===== src/rtl/drf_pkg.sv =====
// Shared constants for the data-memory arbiter: FSM state encoding and requester IDs.
package drf_pkg;

  typedef enum logic [1:0] {
    ST_IDLE   = 2'd0,
    ST_ADDR   = 2'd1,
    ST_ACCESS = 2'd2,
    ST_DONE   = 2'd3
  } arb_state_e;

  localparam logic REQ_CU = 1'b0;  // control unit
  localparam logic REQ_LD = 1'b1;  // loader / debug requester

endpackage


===== src/rtl/mem_arb_pick.sv =====
// Combinational winner selection. On contention the requester not granted last wins;
// tying last_i to REQ_LD turns this into fixed priority for requester 0.
module mem_arb_pick
  import drf_pkg::*;
(
  input  logic req0_i,
  input  logic req1_i,
  input  logic last_i,
  output logic win_o,
  output logic vld_o
);

  always_comb begin
    vld_o = req0_i | req1_i;
    if (req0_i && req1_i) win_o = ~last_i;
    else if (req1_i)      win_o = REQ_LD;
    else                  win_o = REQ_CU;
  end

endmodule


===== src/rtl/mem_arbiter.sv =====
// Two-requester data-memory arbiter, one access per 4 cycles (IDLE/ADDR/ACCESS/DONE).
// Define MEM_ARB_RR_EN for round-robin contention; default is fixed priority to req0.
module mem_arbiter
  import drf_pkg::*;
#(
  parameter int ADDR_W = 10,
  parameter int DATA_W = 8
) (
  input  logic              clk,
  input  logic              rst_n,
  input  logic              req0,
  input  logic              req1,
  input  logic              we0,
  input  logic              we1,
  input  logic [ADDR_W-1:0] addr0,
  input  logic [ADDR_W-1:0] addr1,
  input  logic [DATA_W-1:0] wdata0,
  input  logic [DATA_W-1:0] wdata1,
  output logic              gnt0,
  output logic              gnt1,
  output logic              ack0,
  output logic              ack1,
  output logic [DATA_W-1:0] rdata,
  output logic [ADDR_W-1:0] mem_addr,
  output logic [DATA_W-1:0] mem_wdata,
  input  logic [DATA_W-1:0] mem_rdata,
  output logic              mem_addr_wr_en,
  output logic              mem_read_en,
  output logic              mem_wr_en,
  output logic              busy
);

  arb_state_e state_q;
  logic       we_q;
  logic       win;
  logic       win_vld;
  logic       last_win;

  mem_arb_pick u_pick (
    .req0_i (req0),
    .req1_i (req1),
    .last_i (last_win),
    .win_o  (win),
    .vld_o  (win_vld)
  );

`ifdef MEM_ARB_RR_EN
  always_ff @(posedge clk or negedge rst_n) begin
    if (!rst_n)                                last_win <= REQ_LD;
    else if (state_q == ST_IDLE && win_vld)    last_win <= win;
  end
`else
  assign last_win = REQ_LD;
`endif

  // Outputs are registered alongside the state so each one is a clean flop.
  always_ff @(posedge clk or negedge rst_n) begin
    if (!rst_n) begin
      state_q        <= ST_IDLE;
      we_q           <= 1'b0;
      gnt0           <= 1'b0;
      gnt1           <= 1'b0;
      ack0           <= 1'b0;
      ack1           <= 1'b0;
      busy           <= 1'b0;
      rdata          <= '0;
      mem_addr       <= '0;
      mem_wdata      <= '0;
      mem_addr_wr_en <= 1'b0;
      mem_read_en    <= 1'b0;
      mem_wr_en      <= 1'b0;
    end else begin
      case (state_q)
        ST_IDLE: begin
          if (win_vld) begin
            state_q        <= ST_ADDR;
            we_q           <= (win == REQ_LD) ? we1    : we0;
            mem_addr       <= (win == REQ_LD) ? addr1  : addr0;
            mem_wdata      <= (win == REQ_LD) ? wdata1 : wdata0;
            gnt0           <= (win == REQ_CU);
            gnt1           <= (win == REQ_LD);
            busy           <= 1'b1;
            mem_addr_wr_en <= 1'b1;
          end
        end
        ST_ADDR: begin
          state_q        <= ST_ACCESS;
          mem_addr_wr_en <= 1'b0;
          mem_read_en    <= ~we_q;
          mem_wr_en      <= we_q;
        end
        ST_ACCESS: begin
          state_q     <= ST_DONE;
          mem_read_en <= 1'b0;
          mem_wr_en   <= 1'b0;
          if (!we_q) rdata <= mem_rdata;
          ack0        <= gnt0;
          ack1        <= gnt1;
        end
        ST_DONE: begin
          state_q <= ST_IDLE;
          ack0    <= 1'b0;
          ack1    <= 1'b0;
          gnt0    <= 1'b0;
          gnt1    <= 1'b0;
          busy    <= 1'b0;
        end
        default: state_q <= ST_IDLE;
      endcase
    end
  end

endmodule


===== config.mk =====
export PLATFORM = sky130hd
export DESIGN_NAME = mem_arbiter
export DESIGN_NICKNAME = d
export VERILOG_FILES = /design/src/rtl/drf_pkg.sv /design/src/rtl/mem_arb_pick.sv /design/src/rtl/mem_arbiter.sv
export SDC_FILE = /design/constraint.sdc
export NUM_CORES = 1
export LEC_CHECK = 0
export CAP_MARGIN = 0
export CORE_MARGIN = 4
export CORE_UTILIZATION = 44
export CTS_CLUSTER_DIAMETER = 150
export DETAILED_ROUTE_END_ITERATION = 8
export PLACE_DENSITY_LB_ADDON = 0.08
export SYNTH_ARGS = -nofsm -noshare
export SYNTH_HDL_FRONTEND = slang
export SYNTH_SLANG_ARGS = --single-unit

===== constraint.sdc =====
create_clock -name clk -period 4.31 [get_ports clk]
set_clock_uncertainty 0.1 [all_clocks]
set_input_delay 1.293 -clock clk [delete_from_list [all_inputs] [get_ports clk]]
set_output_delay 1.293 -clock clk [all_outputs]
set_load 0.05 [all_outputs]

# Yosys cells after proc, flatten, opt, wreduce, memory -nomap -nowiden
# Cells that the tools add are included.
# word_totals
register_bits,37
inputBits,50
wordCells,48
# op_classes
eq_ne,4
mux,18
bitwise,3
n_reduce_logical,10
# ops
cell,count
1-bit one-hot mux with 2 select lines,8
10-bit 2-to-1 mux,1
8-bit 2-to-1 mux,1
2-bit one-hot mux with 4 select lines,1
2-bit AND reduction,4
2-bit nonzero test,4
1-bit 2-to-1 mux,6
"2-bit == test, second input constant",2
"2-bit by 1-bit == test with 1-bit output, second input constant",1
2-bit logical NOT,1
2-bit 2-to-1 mux,1
"2-bit by 1-bit inequality test with 1-bit output, second input constant",1
1-bit NOT,2
1-bit logical AND,1
1-bit bitwise OR,1

# Depth between registers and ports, before layout
# Gate-level depths: netlist of the first run.
# logic_depth
ltp_word,5
depth_mapped,6
mapped_depth_nobuf,5

# Modules after synthesis
# Synthesis of the first run repeated with hierarchy kept, for this count alone.
# unflattened
hier_cells,151
hier_area_um2,1819.2
# by_module_without_submodules
mod,instances,cells_each,area_each_um2,seq_area_each_um2
mem_arbiter,1,149,1805.5,925.9
mem_arb_pick,1,2,13.8,0.0

# Worst setup path after synthesis of the first run
# Ideal clock, no wire load.
# synth_timing
path_kind,input to register
start,in req0
end,reg state_q[1]
setup_time_ns,0.128
t_arrival_ns,1.916
path_slack_ns,2.167
stages,2
cell_sequence,nor3b_4 mux2_1
# synth_via
elab_chain_len,2
# synth_lines
element,line,source
start: declaration,mem_arbiter.sv:11,"input logic req0,"
1-bit bitwise OR,mem_arb_pick.sv:14,vld_o = req0_i | req1_i;
2-bit by 1-bit inequality test with 1-bit output (no line),-,
end signal: assignment,mem_arbiter.sv:59,state_q <= ST_IDLE;
end signal: assignment,mem_arbiter.sv:76,state_q <= ST_ADDR;
end signal: assignment,mem_arbiter.sv:87,state_q <= ST_ACCESS;
end: declaration,mem_arbiter.sv:33,arb_state_e state_q;
# No other way between the ends.
# A chain may end at the register's enable or synchronous reset.

# Worst setup path in the final report of the first run
# layout_timing
start,in req0
end,reg mem_addr[7]
# layout_via
elab_chain_len,3
elab_cells_between_ends,5
cone_classes,mux (2); bitwise (1); reduce/logical (2)
# layout_lines
element,line,source
1-bit logical AND,mem_arb_pick.sv:15,if (req0_i && req1_i) win_o = ~last_i;
1-bit 2-to-1 mux,mem_arb_pick.sv:15,
10-bit 2-to-1 mux,mem_arbiter.sv:78,mem_addr <= (win == REQ_LD) ? addr1 : addr0;
end signal: assignment,mem_arbiter.sv:78,
end: declaration,mem_arbiter.sv:24,"output logic [ADDR_W-1:0] mem_addr,"
# Parallel ways exist; a longest one is shown, timed or not.

==> impl_metrics.yaml, run 1 <==
global_route:
  grt_usage_pct: 19.0
  antenna_found_initial: 0
  grt_pass1_vias: 1586
  grt_pass1_wl_um: 7640
  grt_start_max_net_pins: 38
  grt-ovfl-total: 0
worst_hold_path:
  hold_path_depth: 1
  hp-start: "rdata[6]"
  min_path_type: "reg -> reg"
  hold_end: "rdata[6]"
place:
  hpwl_um: 3400
  port_buffers: 83
  gp_congestion: 0.770
clock_network:
  cts_tree: "built"
  clkSlewWorstSetupHoldPaths_ns: 0.07
  postCtsSetupRepairBufs: 0
  post_cts_resized: 0
  root_buffer: "clkbuf_8"
  cts.sink_count: 37
  hold_buffers: 0
  cts_buffers: 5
  clockBufferDepth: 2
  htree_levels: 2
  insertion_delay_ns: 0.28
floorplan:
  io_pins: 84
  die-area_mm2: 0.00512
  fp.dieH_um: 71.5
  coreArea_mm2: 0.00377
  initial_core_util_pct: 47.1
  num_rows: 22
  die_x_um: 71.5
synth:
  synth_ff_type: "dfrtp_1"
  seq_area_frac_synth_pct: 52.1
  synth_nets: 210
  synthCells: 153
  synthesis.area_mm2: 0.00178
  async_flop_share_pct: 100
  synth_edf_count: 0
  yosys.cell_types.count: 25
  yosys_warnings: 0
  postSynthAreaPerCell_um2: 11.6
  ys_ff_latch: 37
sta:
  period_minus_slack_ns: 2.91
  setup_violations: 0
  rsz0062_at_grt: "no"
  post-route-period-util_pct: 67.5
  finalHoldViolCount: 0
  fin_setup_tns_ns: 0
  worst-slew-pin-transition_ns: 0.899
  maxSlewViolCount: 0
  max-slew-margin-rel_pct: 40.1
  fmax_mhz: 344
cells_and_area:
  syn_to_final_growth_pct: 52.1
  drive_above_1_share_pct: 8.55
  fillers: 252
  antennaDiodeCount: 0
  multi_input_area_um2: 785
  nets: 290
  register_area_um2: 926
route:
  drc_errors: 0
  initialDrtViolationCount: 97
  wirelength_um: 4730
  wl_per_cell_um: 16.8
  vias: 1543
  postRouteAntennaNets: 0
  vias_per_cell: 5.47
  dr.pass1.iters: 4
critical_path:
  worstReg2RegEnd: "mem_addr[6]"
  r2r_cells: 4
  crit_arrival_ns: 2.97
  r2r_setup_slack_ns: 1.73
  r2r_start: "state_q[1]"
  crit_path_start_kind: "input port"
  worstPathRequired_ns: 4.37
  criticalPathCategory: "in -> reg"
  worstPathMaxFanout: 20
  cp-end-kind: "flip-flop"
run_status:
  outcome: "completed"
power:
  pwr_density_cell_mw_per_mm2: 894
  leakagePower_nw: 1.09
  ir_drop_v: 0.000534
  power_mw: 2.41
job:
  drv_cap: 0
## cells in the mapped netlist (all sizes together), types with 2 or more instances
library cell	number	area [um2]
a21oi	2	10.0
ha	7	87.6
o31ai	2	15.0
nor2	6	22.5
o21ai	5	25.0
mux2	10	113
mux2i	2	20.0
inv	4	15.0
clkbuf	4	15.0
dfrtp	37	926
o2bb2ai	18	158
buf	7	35.0
nand2	22	82.6
a221o	18	180
## metal layers
metal / share of wire [%] / up-vias / track usage (%)
met5: 0 / - / 0
met4: 0.99 / 0 / 5.43
met3: 8.4 / 4 / 5.75
met2: 45 / 67 / 30.6
met1: 45 / 741 / 24.7
li1: - / 731 / -
## metrics by stage
stage / instance area (um2) / setup WS (ns) / hold WS, ns / utilization, % / cells
after floorplan: 1780 / 2.17 / 0.415 / - / 153
after global placement: 2620 / 1.19 / 0.388 / 69.4 / 274
after detailed placement: 2620 / 1.12 / 0.396 / 69.4 / 274
after CTS: 2700 / 1.40 / 0.412 / 71.6 / 282
after global routing: 2700 / 1.33 / 0.426 / 71.6 / 282
final: 2700 / 1.40 / 0.411 / 71.6 / 282
## flip-flops by register name, summed over array words and instances (netlist names)
register and cells:
ack0 1, ack1 1, busy 1, gnt0 1, gnt1 1, mem_addr 10, mem_addr_wr_en 1, mem_read_en 1
mem_wdata 8, mem_wr_en 1, rdata 8, state_q 2, we_q 1
## power by group
part | internal [mW] | leakage [nW] | total, mW | switching (mW)
combinational | 0.595 | 0.607 | 1.52 | 0.925
sequential | 0.529 | 0.442 | 0.667 | 0.138
clock | 0.112 | 0.0450 | 0.228 | 0.116
## critical path: stages
cell and delay [ns]:
clkdlybuf4s50_1 0.56, nand2b_1 0.64, o2bb2ai_1 0.18, a221o_1 0.30
## layout by cell type, fill, tap and decap left out, types with 3 or more instances in the layout
cell              n
dfrtp_1          37
clkdlybuf4s50_1  82
mux2_2            9
a221o_1          18
nor2_1            6
o21ai_0           5
nand2_1          22
ha_1              7
o2bb2ai_1        18
clkbuf_8          5
inv_1             3
## cell type report
| class | instances | share of cell area [%] |
|---|---|---|
| flip-flops and latches | 37 | 34.3 |
| repair buffers | 84 | 30.8 |
| multi-input cells | 101 | 29.0 |
| clock buffers | 6 | 2.69 |
| well taps | 48 | 2.22 |
| inverters | 4 | 0.556 |
| clock inverters | 2 | 0.371 |
## logic make-up (layout without fill, tap and decap cells)
kind of cell	after synthesis	after routing	share of synthesized area [%]
AOI/OAI and AO/OA	47	47	22.8
adders and majority gates	7	7	4.93
buffers and inverters	15	96	3.66
DFF	37	37	52.1
muxes	12	12	7.47
and+or+nand+nor	35	35	9.02
## how the worst max path moves through the flow
stage | startpoint | end | slack (ns)
2_1_floorplan | req0 | state_q[1] | 2.17
5_1_grt | req0 | mem_addr[7] | 1.33
6_report | req0 | mem_addr[7] | 1.40
3_3_place_gp | req0 | mem_wdata[3] | 1.19
4_1_cts | gnt1 | gnt1 | 1.40
3_5_place_dp | req0 | mem_addr[6] | 1.12
(Power assumes the default switching activity.)
==> run 2, diff against run 1 <==
Settings changed: CORE_UTILIZATION 44 to 41.
Clock period 4.31 ns to 2.93 ns, I/O delays scaled along.
==> run 2 against run 1 <==
Effect of this change:
- worst setup slack got worse by 0.98 ns
- register-to-register slack got worse by 1.0 ns
- cell area increased by 1.8%
- via count increased by 4.3%
- global-route usage increased by 0.29 points
- utilization decreased by 4.4 points
- sequential share of layout area decreased by 0.59 points
- total power increased by 49%
- critical path depth decreased by 3
- sequential power increased by 48%
- wire length increased by 5.6%
- critical path type is now reg -> out
- highest routed layer unchanged
- cell count increased by 2.8%
==> impl_metrics.yaml, run 2 (same netlist as run 1, synthesis figures left out) <==
critical_path:
  cp_num_buf_inv: 1
  worstPathRequired_ns: 1.95
  worstPathMaxFanout: 3
  critical-path-top-delay-family: "buffers and inverters"
  cp-startpoint: "mem_addr[9]"
  cp-end-kind: "output port"
  worstReg2RegEnd: "mem_addr[7]"
  criticalPathCategory: "reg -> out"
  crit_arrival_ns: 1.53
  cp_slowest_stage_delay_ns: 0.83
  cpMaxStageDelayCell: "clkdlybuf4s50_1"
  crit_path_start_kind: "flip-flop"
  r2r_cells: 6
  r2r_start: "state_q[0]"
  r2r_setup_slack_ns: 0.73
  crit_chain: "clkdlybuf4s50_1"
sta:
  fin_setup_tns_ns: 0
  period_minus_slack_ns: 2.51
  finalHoldViolCount: 0
  worst-slew-pin-transition_ns: 0.803
  maxSlewViolCount: 0
  post-route-period-util_pct: 85.7
  max-slew-margin-rel_pct: 46.5
  setup_slack_ns: 0.420
  setup_violations: 0
  rsz0062_at_grt: "no"
  whs_ns: 0.408
  fmax_mhz: 398
floorplan:
  die_x_um: 73.8
  io_pins: 84
  fp.dieH_um: 73.8
  num_rows: 23
  initial_core_util_pct: 43.4
  coreArea_mm2: 0.00409
  die-area_mm2: 0.00545
cells_and_area:
  final_common_cell: "clkdlybuf4s50_1"
  reg_top3: "mem_addr: 10 flops, mem_wdata: 8 flops, rdata: 8 flops"
  layoutNonFillerInstCount: 290
  drive_above_1_share_pct: 10.8
  antennaDiodeCount: 0
  syn_to_final_growth_pct: 54.8
  top_register: "mem_addr"
  final_cell_mix: "clkdlybuf4s50_1 (82), dfrtp_1 (37), nand2_1 (22)"
  fillers: 309
  nets: 296
  largest_reg_flops: 10
clock_network:
  clockBufferDepth: 2
  insertion_delay_ns: 0.29
  cts_buffers: 5
  cts_tree: "built"
  htree_levels: 2
  post_cts_resized: 0
  postCtsSetupRepairBufs: 0
  cts.sink_count: 37
  hold_buffers: 0
  clkSlewWorstSetupHoldPaths_ns: 0.07
  root_buffer: "clkbuf_8"
place:
  dpl_worst_slack_ns: 0.526
  port_buffers: 83
  placed_cells: 282
  hpwl_um: 3700
  gp_congestion: 0.839
route:
  drc_errors: 0
  vias: 1609
  postRouteAntennaNets: 0
  wl_per_cell_um: 17.2
  vias_per_cell: 5.55
  initialDrtViolationCount: 90
  wirelength_um: 4990
  dr.pass1.iters: 4
power:
  p_int_mw: 1.84
  ir_drop_v: 0.000626
  pwr-share-seq_pct: 27.4
  switchingPower_mw: 1.77
  p_sw_share_pct: 49.0
  power_mw: 3.60
  pwr_density_cell_mw_per_mm2: 1310
  power_frac_clock_pct: 9.5
  combPwrFrac_pct: 63.1
  leakagePower_nw: 1.12
global_route:
  grt_pass1_wl_um: 8000
  grt_pass1_vias: 1607
  grt_usage_pct: 19.3
  grt_start_max_net_pins: 38
  antenna_found_initial: 0
  grt-ovfl-total: 0
worst_hold_path:
  hold_end: "rdata[4]"
  hold_path_depth: 1
  hp-start: "rdata[4]"
  min_path_type: "reg -> reg"
run_status:
  outcome: "completed"
job:
  drv_cap: 0
-- run 2: cell count changes in the layout (fill, tap and decap cells not counted) --
cell and delta:
buf_4 +6
-- run 2: power by group through the flow --
stage	logic (mW)	registers [mW]	clock network, mW
2_1_floorplan	0.737	1.77	0
3_3_place_gp	2.23	0.966	0
3_5_place_dp	2.29	0.987	0
4_1_cts	2.29	0.984	0.352
5_1_grt	2.41	1.02	0.381
6_report	2.27	0.987	0.342
-- run 2: area by class of cell --
class | instances | area (um2) | area share (%)
sequential | 37 | 926 | 33.7
multi-input combinational | 101 | 785 | 28.5
tap | 50 | 62.6 | 2.28
clock buffer | 6 | 72.6 | 2.64
clock inverter | 2 | 10.0 | 0.364
inverter | 4 | 15.0 | 0.546
timing repair buffer | 90 | 878 | 32.0
-- run 2: how the worst max path moves through the flow --
| stage | to | slack [ns] | cells past startpoint |
|---|---|---|---|
| final | mem_addr[9] | 0.42 | 1 |
| after global placement | mem_addr[4] | 0.59 | 5 |
| after CTS | mem_addr[9] | 0.41 | 1 |
| after global routing | mem_addr[9] | 0.37 | 1 |
| after detailed placement | mem_addr[7] | 0.53 | 5 |
| after floorplan | state_q[1] | 1.20 | 2 |
-- run 2: stage by stage --
step           instance area, um2  utilization [%]
2_1_floorplan                1780                -
3_3_place_gp                 2670             65.2
3_5_place_dp                 2670             65.2
4_1_cts                      2750             67.3
5_1_grt                      2750             67.3
6_report                     2750             67.3
-- run 2: metal layers --
layer	vias to the layer above	GRT usage, %	share of wire (%)
met1	787	25.4	42
met4	0	5.63	1.3
met5	-	0	0
met2	72	29.8	47
li1	742	-	-
met3	8	6.84	8.9
==> RTL edit, RTL diff (config.mk and constraints of run 2) <==
The option `MEM_ARB_RR_EN` is turned on by a define.
--- a/src/rtl/mem_arbiter.sv
+++ b/src/rtl/mem_arbiter.sv
@@ -2,2 +2,4 @@
 // Define MEM_ARB_RR_EN for round-robin contention; default is fixed priority to req0.
+`define MEM_ARB_RR_EN
+
 module mem_arbiter
Check against the original RTL: not equivalent (a bounded check fails within 10 cycles, from zero or initial values and one cycle with rst_n low).
==> RTL edit against run 2 <==
Combinational power is 11% lower; die area down 2.1%; setup slack better by 0.046 ns; cell area fell by 2.8%; sequential cell count is 1 higher; routed wire length decreased by 17%; area after synthesis decreased by 2.4%; total power is 7.4% lower; sequential share of layout area rose by 1.9 points; fmax increased by 1.9%; largest cell class unchanged; largest power group unchanged.
==> RTL edit: results <==
set metrics [dict create \
    outcome "complete, no violations" \
    synthTopCellsByCount "39 x nand2_1, 37 x dfrtp_1, 24 x nor2_1" \
    drt-initial-drc-count 104 \
    grt_pass1_vias 1386 \
    crit_end "gnt1" \
    worstHoldEndpoint "rdata[5]" \
    vias 1470 \
    drt-total-wl_um 4160 \
    post-place-ws_ns 0.326 \
    p_leak_nw 1.14 \
    cp.arrival_ns 1.49 \
    synth.area.top_cells "dfrtp_1 53%, nand2_1 8.4%, a31oi_1 7.2%, mux2_1 5.2%, nor2_1 5.2%" \
    r2r_slack_ns 0.83 \
    hp-start "rdata[5]" \
    startpoint "gnt1" \
    vdd_ir_drop_max_uv 568 \
    grt_pass1_wl_um 6690 \
    globalplace.congestion 0.742 \
    timing.final.ws_setup_ns 0.465 \
    ys_seq_area_share_pct 54.9 \
    dp_hpwl_um 3000 \
    syn_nets 224 \
    reg2reg_to "rdata[4]" \
    rr_worst_depth 4 \
    nets 308 \
    grt_max_degree 40 \
    gr-usage-all-layers_pct 16.0 \
    tightest_slew_ns 0.850 \
    synth.distinct_cells 26 \
]
[RTL edit: cell count changes after synthesis, moves of 4 or more]
cell	delta
nand2_1	+17
nor2_1	+18
o2bb2ai_1	-18
mux2_2	-8
a221o_1	-18
clkbuf_1	-4
mux2_1	+7
a31oi_1	+20
[RTL edit: routing by layer]
metal / GRT usage, % / share of wire [%]
met5: 0 / 0
met4: 5.53 / 1.2
met3: 4.41 / 8.8
met2: 23.7 / 43
met1: 22.5 / 47
[RTL edit: layout make-up]
class / instances / area [um^2]
clock inverter: 1 / 5.00
clock buffer: 7 / 86.3
tap: 50 / 62.6
timing repair buffer: 86 / 848
inverter: 3 / 11.3
fill: 346 / 1390
sequential: 38 / 952
multi-input combinational: 118 / 707
[RTL edit: cell families (layout without fill, tap and decap cells)]
logic type	count (synthesis)	in the layout	synth area share (%)
flip-flops	38	38	54.9
buffers and inverters	12	97	4.26
AND/OR/NAND/NOR	67	67	15.8
adder cells (fa/ha/maj)	6	6	4.33
AO/OA/AOI/OAI	33	33	12.8
multiplexers	12	12	7.87
[RTL edit: metrics by stage]
step / area (um^2) / hold WS, ns / std cells / util (%) / total power [W]
4_1_cts: 2670 / 0.391 / 303 / 65.9 / 0.00337
3_5_place_dp: 2580 / 0.374 / 295 / 63.6 / 0.00300
6_report: 2670 / 0.385 / 303 / 65.9 / 0.00334
3_3_place_gp: 2580 / 0.366 / 295 / 63.6 / 0.00297
2_1_floorplan: 1730 / 0.417 / 168 / - / 0.00234
5_1_grt: 2670 / 0.406 / 303 / 65.9 / 0.00354
[RTL edit: where the power goes]
part           switching [W]  internal, W  leakage (nW)
sequential          0.000157     0.000798         0.441
combinational        0.00129     0.000732         0.651
clock               0.000177     0.000190        0.0482
